$ cat src/rtl/ip_pkg.sv
// ---------------------------------------------------------------------------
// ip_pkg
// Shared IPv4 definitions for the transmit encoder and the receive decoder:
// header constants, the encoder state encoding and the ones'-complement
// adder used for the IPv4 header checksum.
// ---------------------------------------------------------------------------
package ip_pkg;

  localparam int          IP_HDR_BYTES   = 20;
  localparam logic [7:0]  IPV4_VER_IHL   = 8'h45;
  localparam logic [15:0] IP_FLAGS_DF    = 16'h4000;
  localparam logic [7:0]  IP_PROTO_UDP   = 8'd17;
  localparam logic [15:0] IP_MAX_PAYLOAD = 16'd65515;

  typedef enum logic [1:0] {
    IDLE    = 2'd0,
    CSUM    = 2'd1,
    HDR     = 2'd2,
    PAYLOAD = 2'd3
  } ip_state_e;

  // 16-bit ones'-complement add: the carry out of bit 15 is folded back
  // into bit 0. A single fold is enough because a + b <= 17'h1FFFE.
  function automatic logic [15:0] ip_ones_add(input logic [15:0] a,
                                              input logic [15:0] b);
    logic [16:0] s;
    s = {1'b0, a} + {1'b0, b};
    return s[15:0] + {15'd0, s[16]};
  endfunction

endpackage

$ cat src/rtl/ip_checksum.sv
// ---------------------------------------------------------------------------
// ip_checksum
// Sequential ones'-complement accumulator for the IPv4 header checksum.
//   clk      : system clock
//   clr      : zero the accumulator (takes priority over word_vld)
//   word_vld : add word into the accumulator this cycle
//   word     : 16-bit header word
//   sum      : running ones'-complement sum (not inverted)
// ---------------------------------------------------------------------------
module ip_checksum
  import ip_pkg::*;
(
  input  logic        clk,
  input  logic        clr,
  input  logic        word_vld,
  input  logic [15:0] word,
  output logic [15:0] sum
);

  logic [15:0] acc_p0;

  // Stage 0: accumulate one word per valid cycle
  always_ff @(posedge clk) begin
    if (clr) begin
      acc_p0 <= 16'h0000;
    end else if (word_vld) begin
      acc_p0 <= ip_ones_add(acc_p0, word);
    end
  end

  assign sum = acc_p0;

endmodule

$ cat src/rtl/ip_encode.sv
// ---------------------------------------------------------------------------
// ip_encode
// IPv4 transmit framer: on start, latches addresses and payload length,
// computes the header checksum over nine words, emits the 20-byte header
// (no options) and then passes the payload through from upstream.
//   clk, rst          : clock, synchronous active-high reset
//   start             : packet request, only honoured in IDLE
//   sa, da            : source / destination address (latched on accept)
//   payload_len       : payload byte count (latched on accept)
//   busy              : packet in progress (including the done cycle)
//   in_data/valid/ready : upstream payload byte stream
//   dout/out_valid/out_ready/out_last : downstream byte stream
//   done              : one-cycle pulse after the final byte transfers
//   err               : one-cycle pulse when start carries an oversize length
// ---------------------------------------------------------------------------
module ip_encode
  import ip_pkg::*;
#(
  parameter logic [7:0]  TTL      = 8'd64,
  parameter logic [7:0]  PROTOCOL = IP_PROTO_UDP,
  parameter logic [15:0] ID_INIT  = 16'h0000
) (
  input  logic        clk,
  input  logic        rst,
  input  logic        start,
  input  logic [31:0] sa,
  input  logic [31:0] da,
  input  logic [15:0] payload_len,
  output logic        busy,
  input  logic [7:0]  in_data,
  input  logic        in_valid,
  output logic        in_ready,
  output logic [7:0]  dout,
  output logic        out_valid,
  input  logic        out_ready,
  output logic        out_last,
  output logic        done,
  output logic        err
);

  localparam logic [4:0] LAST_HDR_IDX  = 5'(IP_HDR_BYTES - 1);
  localparam logic [3:0] LAST_WORD_IDX = 4'd8;

  ip_state_e   state_q, state_d;

  logic [31:0] sa_q, da_q;
  logic [15:0] len_q, total_q;
  logic [15:0] id_q;
  logic [3:0]  word_idx_q;
  logic [4:0]  byte_idx_q;
  logic [15:0] rem_q;
  logic        done_q, err_q;

  logic        accept, reject, finish;
  logic        hdr_xfer, pay_xfer;
  logic        csum_clr, csum_vld;
  logic [15:0] csum_word, csum_sum, checksum;
  logic [7:0]  hdr_byte;

  assign checksum = ~csum_sum;

  // Header words fed to the checksum, checksum field itself excluded.
  always_comb begin
    csum_word = 16'h0000;
    case (word_idx_q)
      4'd0:    csum_word = {IPV4_VER_IHL, 8'h00};
      4'd1:    csum_word = total_q;
      4'd2:    csum_word = id_q;
      4'd3:    csum_word = IP_FLAGS_DF;
      4'd4:    csum_word = {TTL, PROTOCOL};
      4'd5:    csum_word = sa_q[31:16];
      4'd6:    csum_word = sa_q[15:0];
      4'd7:    csum_word = da_q[31:16];
      4'd8:    csum_word = da_q[15:0];
      default: csum_word = 16'h0000;
    endcase
  end

  // Header bytes in network (big-endian) order.
  always_comb begin
    hdr_byte = 8'h00;
    case (byte_idx_q)
      5'd0:    hdr_byte = IPV4_VER_IHL;
      5'd1:    hdr_byte = 8'h00;
      5'd2:    hdr_byte = total_q[15:8];
      5'd3:    hdr_byte = total_q[7:0];
      5'd4:    hdr_byte = id_q[15:8];
      5'd5:    hdr_byte = id_q[7:0];
      5'd6:    hdr_byte = IP_FLAGS_DF[15:8];
      5'd7:    hdr_byte = IP_FLAGS_DF[7:0];
      5'd8:    hdr_byte = TTL;
      5'd9:    hdr_byte = PROTOCOL;
      5'd10:   hdr_byte = checksum[15:8];
      5'd11:   hdr_byte = checksum[7:0];
      5'd12:   hdr_byte = sa_q[31:24];
      5'd13:   hdr_byte = sa_q[23:16];
      5'd14:   hdr_byte = sa_q[15:8];
      5'd15:   hdr_byte = sa_q[7:0];
      5'd16:   hdr_byte = da_q[31:24];
      5'd17:   hdr_byte = da_q[23:16];
      5'd18:   hdr_byte = da_q[15:8];
      5'd19:   hdr_byte = da_q[7:0];
      default: hdr_byte = 8'h00;
    endcase
  end

  // Next state and stream outputs. In PAYLOAD the handshake is a pure
  // combinational pass-through so no bubble is inserted.
  always_comb begin
    state_d   = state_q;
    accept    = 1'b0;
    reject    = 1'b0;
    finish    = 1'b0;
    hdr_xfer  = 1'b0;
    pay_xfer  = 1'b0;
    csum_clr  = 1'b0;
    csum_vld  = 1'b0;
    in_ready  = 1'b0;
    out_valid = 1'b0;
    out_last  = 1'b0;
    dout      = 8'h00;
    case (state_q)
      IDLE: begin
        csum_clr = 1'b1;
        if (start) begin
          if (payload_len <= IP_MAX_PAYLOAD) begin
            accept  = 1'b1;
            state_d = CSUM;
          end else begin
            reject = 1'b1;
          end
        end
      end
      CSUM: begin
        csum_vld = 1'b1;
        if (word_idx_q == LAST_WORD_IDX) begin
          state_d = HDR;
        end
      end
      HDR: begin
        out_valid = 1'b1;
        dout      = hdr_byte;
        out_last  = (byte_idx_q == LAST_HDR_IDX) && (len_q == 16'd0);
        hdr_xfer  = out_ready;
        if (out_ready && (byte_idx_q == LAST_HDR_IDX)) begin
          if (len_q == 16'd0) begin
            finish  = 1'b1;
            state_d = IDLE;
          end else begin
            state_d = PAYLOAD;
          end
        end
      end
      PAYLOAD: begin
        dout      = in_data;
        out_valid = in_valid;
        in_ready  = out_ready;
        out_last  = (rem_q == 16'd1);
        pay_xfer  = in_valid && out_ready;
        if (pay_xfer && (rem_q == 16'd1)) begin
          finish  = 1'b1;
          state_d = IDLE;
        end
      end
      default: state_d = IDLE;
    endcase
  end

  // Control registers
  always_ff @(posedge clk) begin
    if (rst) begin
      state_q    <= IDLE;
      word_idx_q <= 4'd0;
      byte_idx_q <= 5'd0;
      rem_q      <= 16'd0;
      done_q     <= 1'b0;
      err_q      <= 1'b0;
      id_q       <= ID_INIT;
    end else begin
      state_q <= state_d;
      done_q  <= finish;
      err_q   <= reject;
      if (finish) begin
        id_q <= id_q + 16'd1;
      end
      if (accept) begin
        word_idx_q <= 4'd0;
      end else if (state_q == CSUM) begin
        word_idx_q <= word_idx_q + 4'd1;
      end
      if (accept) begin
        byte_idx_q <= 5'd0;
      end else if (hdr_xfer) begin
        byte_idx_q <= byte_idx_q + 5'd1;
      end
      if (hdr_xfer && (byte_idx_q == LAST_HDR_IDX)) begin
        rem_q <= len_q;
      end else if (pay_xfer) begin
        rem_q <= rem_q - 16'd1;
      end
    end
  end

  // Packet fields, captured on an accepted start
  always_ff @(posedge clk) begin
    if (accept) begin
      sa_q    <= sa;
      da_q    <= da;
      len_q   <= payload_len;
      total_q <= payload_len + 16'(IP_HDR_BYTES);
    end
  end

  ip_checksum u_checksum (
    .clk      (clk),
    .clr      (csum_clr),
    .word_vld (csum_vld),
    .word     (csum_word),
    .sum      (csum_sum)
  );

  // done cycle is reported busy so the window covers the whole packet.
  assign busy = (state_q != IDLE) || done_q;
  assign done = done_q;
  assign err  = err_q;

endmodule
$ cat config.mk
export PLATFORM = sky130hd
export DESIGN_NAME = ip_encode
export DESIGN_NICKNAME = d
export VERILOG_FILES = /design/src/rtl/ip_pkg.sv /design/src/rtl/ip_checksum.sv /design/src/rtl/ip_encode.sv
export SDC_FILE = /design/constraint.sdc
export NUM_CORES = 1
export LEC_CHECK = 0
export ABC_AREA = 1
export CAP_MARGIN = 15
export CORE_MARGIN = 3
export CORE_UTILIZATION = 26
export CTS_CLUSTER_SIZE = 16
export DETAILED_ROUTE_END_ITERATION = 16
export HOLD_SLACK_MARGIN = 0.02
export PLACE_DENSITY_LB_ADDON = 0.08
export SYNTH_ARGS = -nofsm -noshare
export SYNTH_HDL_FRONTEND = slang
export SYNTH_SLANG_ARGS = --single-unit
$ cat constraint.sdc
create_clock -name clk -period 6.1 [get_ports clk]
set_input_delay 1.22 -clock clk [delete_from_list [all_inputs] [get_ports clk]]
set_output_delay 1.22 -clock clk [all_outputs]
set_load 0.01 [all_outputs]
==> flow_metrics.env <==
export IMPL_arrival_ns=5.37
export IMPL_antenna_left=0
export IMPL_grt_max_degree=51
export IMPL_rows=68
export IMPL_ir_drop_mv=0.180
export IMPL_via_count=8460
export IMPL_place_port_buffers=106
export IMPL_io_pins=107
export IMPL_end_kind="register"
export IMPL_drt_vias_per_instance=4.92
export IMPL_cp_required_ns=6.42
export IMPL_postSynthNetCount=1262
export IMPL_slew_headroom_pct=28.5
export IMPL_skew_ns=0.00940
export IMPL_wl_per_cell_um=19.7
export IMPL_min_from="rem_q[14]"
export IMPL_layout_drive_gt1_share_pct=6.32
export IMPL_drt_wl_total_mm=33.9
export IMPL_synth_most_common_cell="nand2_1"
export IMPL_worst_skew_pair_late_latency_ns=0.44
export IMPL_async_flop_share_pct=0
export IMPL_final_nets=1379
export IMPL_place_congestion=0.930
export IMPL_dpl_hpwl_mm=27.5
export IMPL_ys_types=53
export IMPL_final_area_um2=11300
export IMPL_grt_pass1_wl_mm=51.6
export IMPL_synth_area_leaders="edfxtp_1 31%, dfxtp_1 13%, nand2_1 12%, inv_1 6.5%, ha_1 4.4%"
export IMPL_cp_start_kind="register"
export IMPL_cp_startpoint="word_idx_q[0]"
export IMPL_setup_tns_ns=0
export IMPL_yosysWarnings=0
export IMPL_cts_path_max_buffers=2
export IMPL_fin_crit_sh_pct=82.8
export IMPL_hp_class="reg2reg"
export IMPL_grt_pass1_vias=8280
export IMPL_die_x_um=193
export IMPL_criticalPathCategory="reg2reg"
export IMPL_numCtsBuffers=17
export IMPL_setup_viol=0
export IMPL_synth_seq_cells=155
export IMPL_grt_antenna_before_repair=0
export IMPL_core_area_um2=34600
export IMPL_place_area_um2=10800
export IMPL_status="complete, no violations"
export IMPL_holdWs_ns=0.489
export IMPL_worst_path_max_fanout=14
export IMPL_yosys_most_used_dff="edfxtp_1"
export IMPL_dr_pass1_iters=5
export IMPL_cts_tree="built"
export IMPL_synth_common_cells="298 x nand2_1, 159 x inv_1, 104 x nor2_1"
export IMPL_syn_inst=1136
export IMPL_die_area_um2=37400
export IMPL_slowest_delay_ns=0.81
export IMPL_diodes=0
export IMPL_yosysTopAreaCellShare_pct=30.9
export IMPL_h_tree_depth=4
export IMPL_post_cts_buffers=0
export IMPL_initialDrtViolationCount=697
export IMPL_p_leak_nw=4.57
export IMPL_hold_viol=0
export IMPL_drc=0
export IMPL_die_h_um=193
export IMPL_ctsHoldBuffers=0
export IMPL_synth_edf_count=94
export IMPL_start_util_pct=26.4
export IMPL_path_common_cell="nand2_1"
export IMPL_cts_resized=0
export IMPL_grt_usage_pct=17.9
export IMPL_yosysTopAreaCell="edfxtp_1"
export IMPL_clock_sinks=155
export IMPL_area_growth_pct=24.2
export IMPL_ys_seq_area_share_pct=44.3
export IMPL_cts_root_buf="clkbuf_16"
export IMPL_crit_slowest_cell="nor2_1"
export IMPL_timing_rr_start="word_idx_q[0]"
export IMPL_rsz0062_at_grt="no"
export IMPL_fmax_ghz=0.198
export IMPL_gr_total_overflow=0
export IMPL_drv_slew=0
export IMPL_synth_avg_cell_area_um2=8.04
export IMPL_worst_slew_pin_slew_ns=1.07
export IMPL_cap_violations=0
export IMPL_powerDensity_nw_per_um2=321
export IMPL_clk_pin_slew_ns=0.07
export IMPL_timing_final_crit_period_ns=5.05
export IMPL_synth_area_um2=9140
[cells in the final DEF (no fill, tap or decap), types with 3 or more instances in the layout]
cell | Yosys | layout
clkinv_1 | 5 | 6
o21ai_0 | 39 | 39
ha_1 | 32 | 32
o22ai_1 | 24 | 24
nand2_2 | 8 | 8
nor2_2 | 6 | 6
xor2_1 | 23 | 23
inv_1 | 159 | 159
nand2_4 | 3 | 3
nand2_1 | 298 | 298
clkdlybuf4s50_1 | 0 | 106
o21ai_1 | 5 | 5
inv_6 | 0 | 6
xnor2_1 | 9 | 9
nor2_4 | 6 | 7
a31oi_1 | 12 | 12
o31ai_1 | 3 | 3
a21oi_1 | 40 | 40
o221ai_1 | 13 | 13
a221oi_1 | 30 | 30
nor4_1 | 6 | 6
a32o_1 | 4 | 4
a22o_1 | 5 | 5
buf_4 | 0 | 6
o2111ai_1 | 5 | 5
nand3_1 | 58 | 58
nand4_1 | 17 | 17
nor3_1 | 17 | 17
clkbuf_16 | 0 | 17
nand3_2 | 7 | 7
nor2_1 | 104 | 103
dfxtp_1 | 61 | 61
edfxtp_1 | 94 | 94
[metal layers]
metal	GRT usage, %	up-vias	share of wire (%)
met5	0	-	0
met4	5.84	0	2.3
met3	2.84	46	5.2
met2	28.8	284	46
met1	24.7	4023	46
li1	-	4107	-
[cell families (layout without fill, tap and decap cells)]
group	Yosys count	count (layout)	synth area share, %
flip-flops	155	155	44.3
AND/OR/NAND/NOR	542	542	26.4
AO/OA/AOI/OAI	192	192	13.9
XOR/XNOR	32	32	3.07
adder cells (fa/ha/maj)	33	33	4.60
buffers and inverters	182	312	7.75
[power by group]
part / leakage (nW) / switching [mW] / internal (mW)
Sequential: 1.39 / 0.167 / 1.34
Clock: 0.282 / 0.484 / 0.613
Combinational: 2.90 / 0.703 / 0.339
Total: 4.57 / 1.35 / 2.29
[critical path, delay by kind of cell (launching register included)]
| kind | cells | cell delay (ns) |
|---|---|---|
| simple gates | 14 | 2.34 |
| compound gates | 6 | 0.71 |
| flops | 1 | 0.41 |
| fa+ha+maj | 5 | 1.15 |
| buf+inv | 3 | 0.30 |
[metrics by stage]
step / setup WS (ns) / cells / power, mW / utilization, %
global route: 0.595 / 1721 / 3.85 / 32.8
global placement: 1.32 / 1689 / 2.60 / 31.1
floorplan: 1.27 / 1136 / 2.09 / -
CTS: 1.14 / 1721 / 3.69 / 32.8
finish: 1.05 / 1721 / 3.65 / 32.8
detailed placement: 1.16 / 1689 / 2.58 / 31.1
[layout make-up]
cell class              count  area (µm²)
clock buffers              18         429
clock inverters            14         158
fillers                  3648       23300
inverters                 167         629
multi-input cells         799        4390
flip-flops and latches    155        4040
well taps                 455         569
repair buffers            113        1130
[final timing paths]
| kind | cells after the start | end | slack (ns) |
|---|---|---|---|
| worst max-delay path | 28 | u_checksum.sum[12] | 1.05 |
| worst min-delay path | 2 | rem_q[14] | 0.49 |
| worst max register to register | 28 | u_checksum.sum[12] | 1.05 |
| worst min register to register | 2 | rem_q[14] | 0.49 |
[flip-flops by register name (all words and copies together), names as in the netlist]
signal,flops
u_checksum.sum,16
id_q,16
err,1
da_q,32
done,1
sa_q,32
word_idx_q,4
total_q,14
state_q,2
byte_idx_q,5
rem_q,16
len_q,16
No activity file was read; power rests on OpenSTA's default activity.
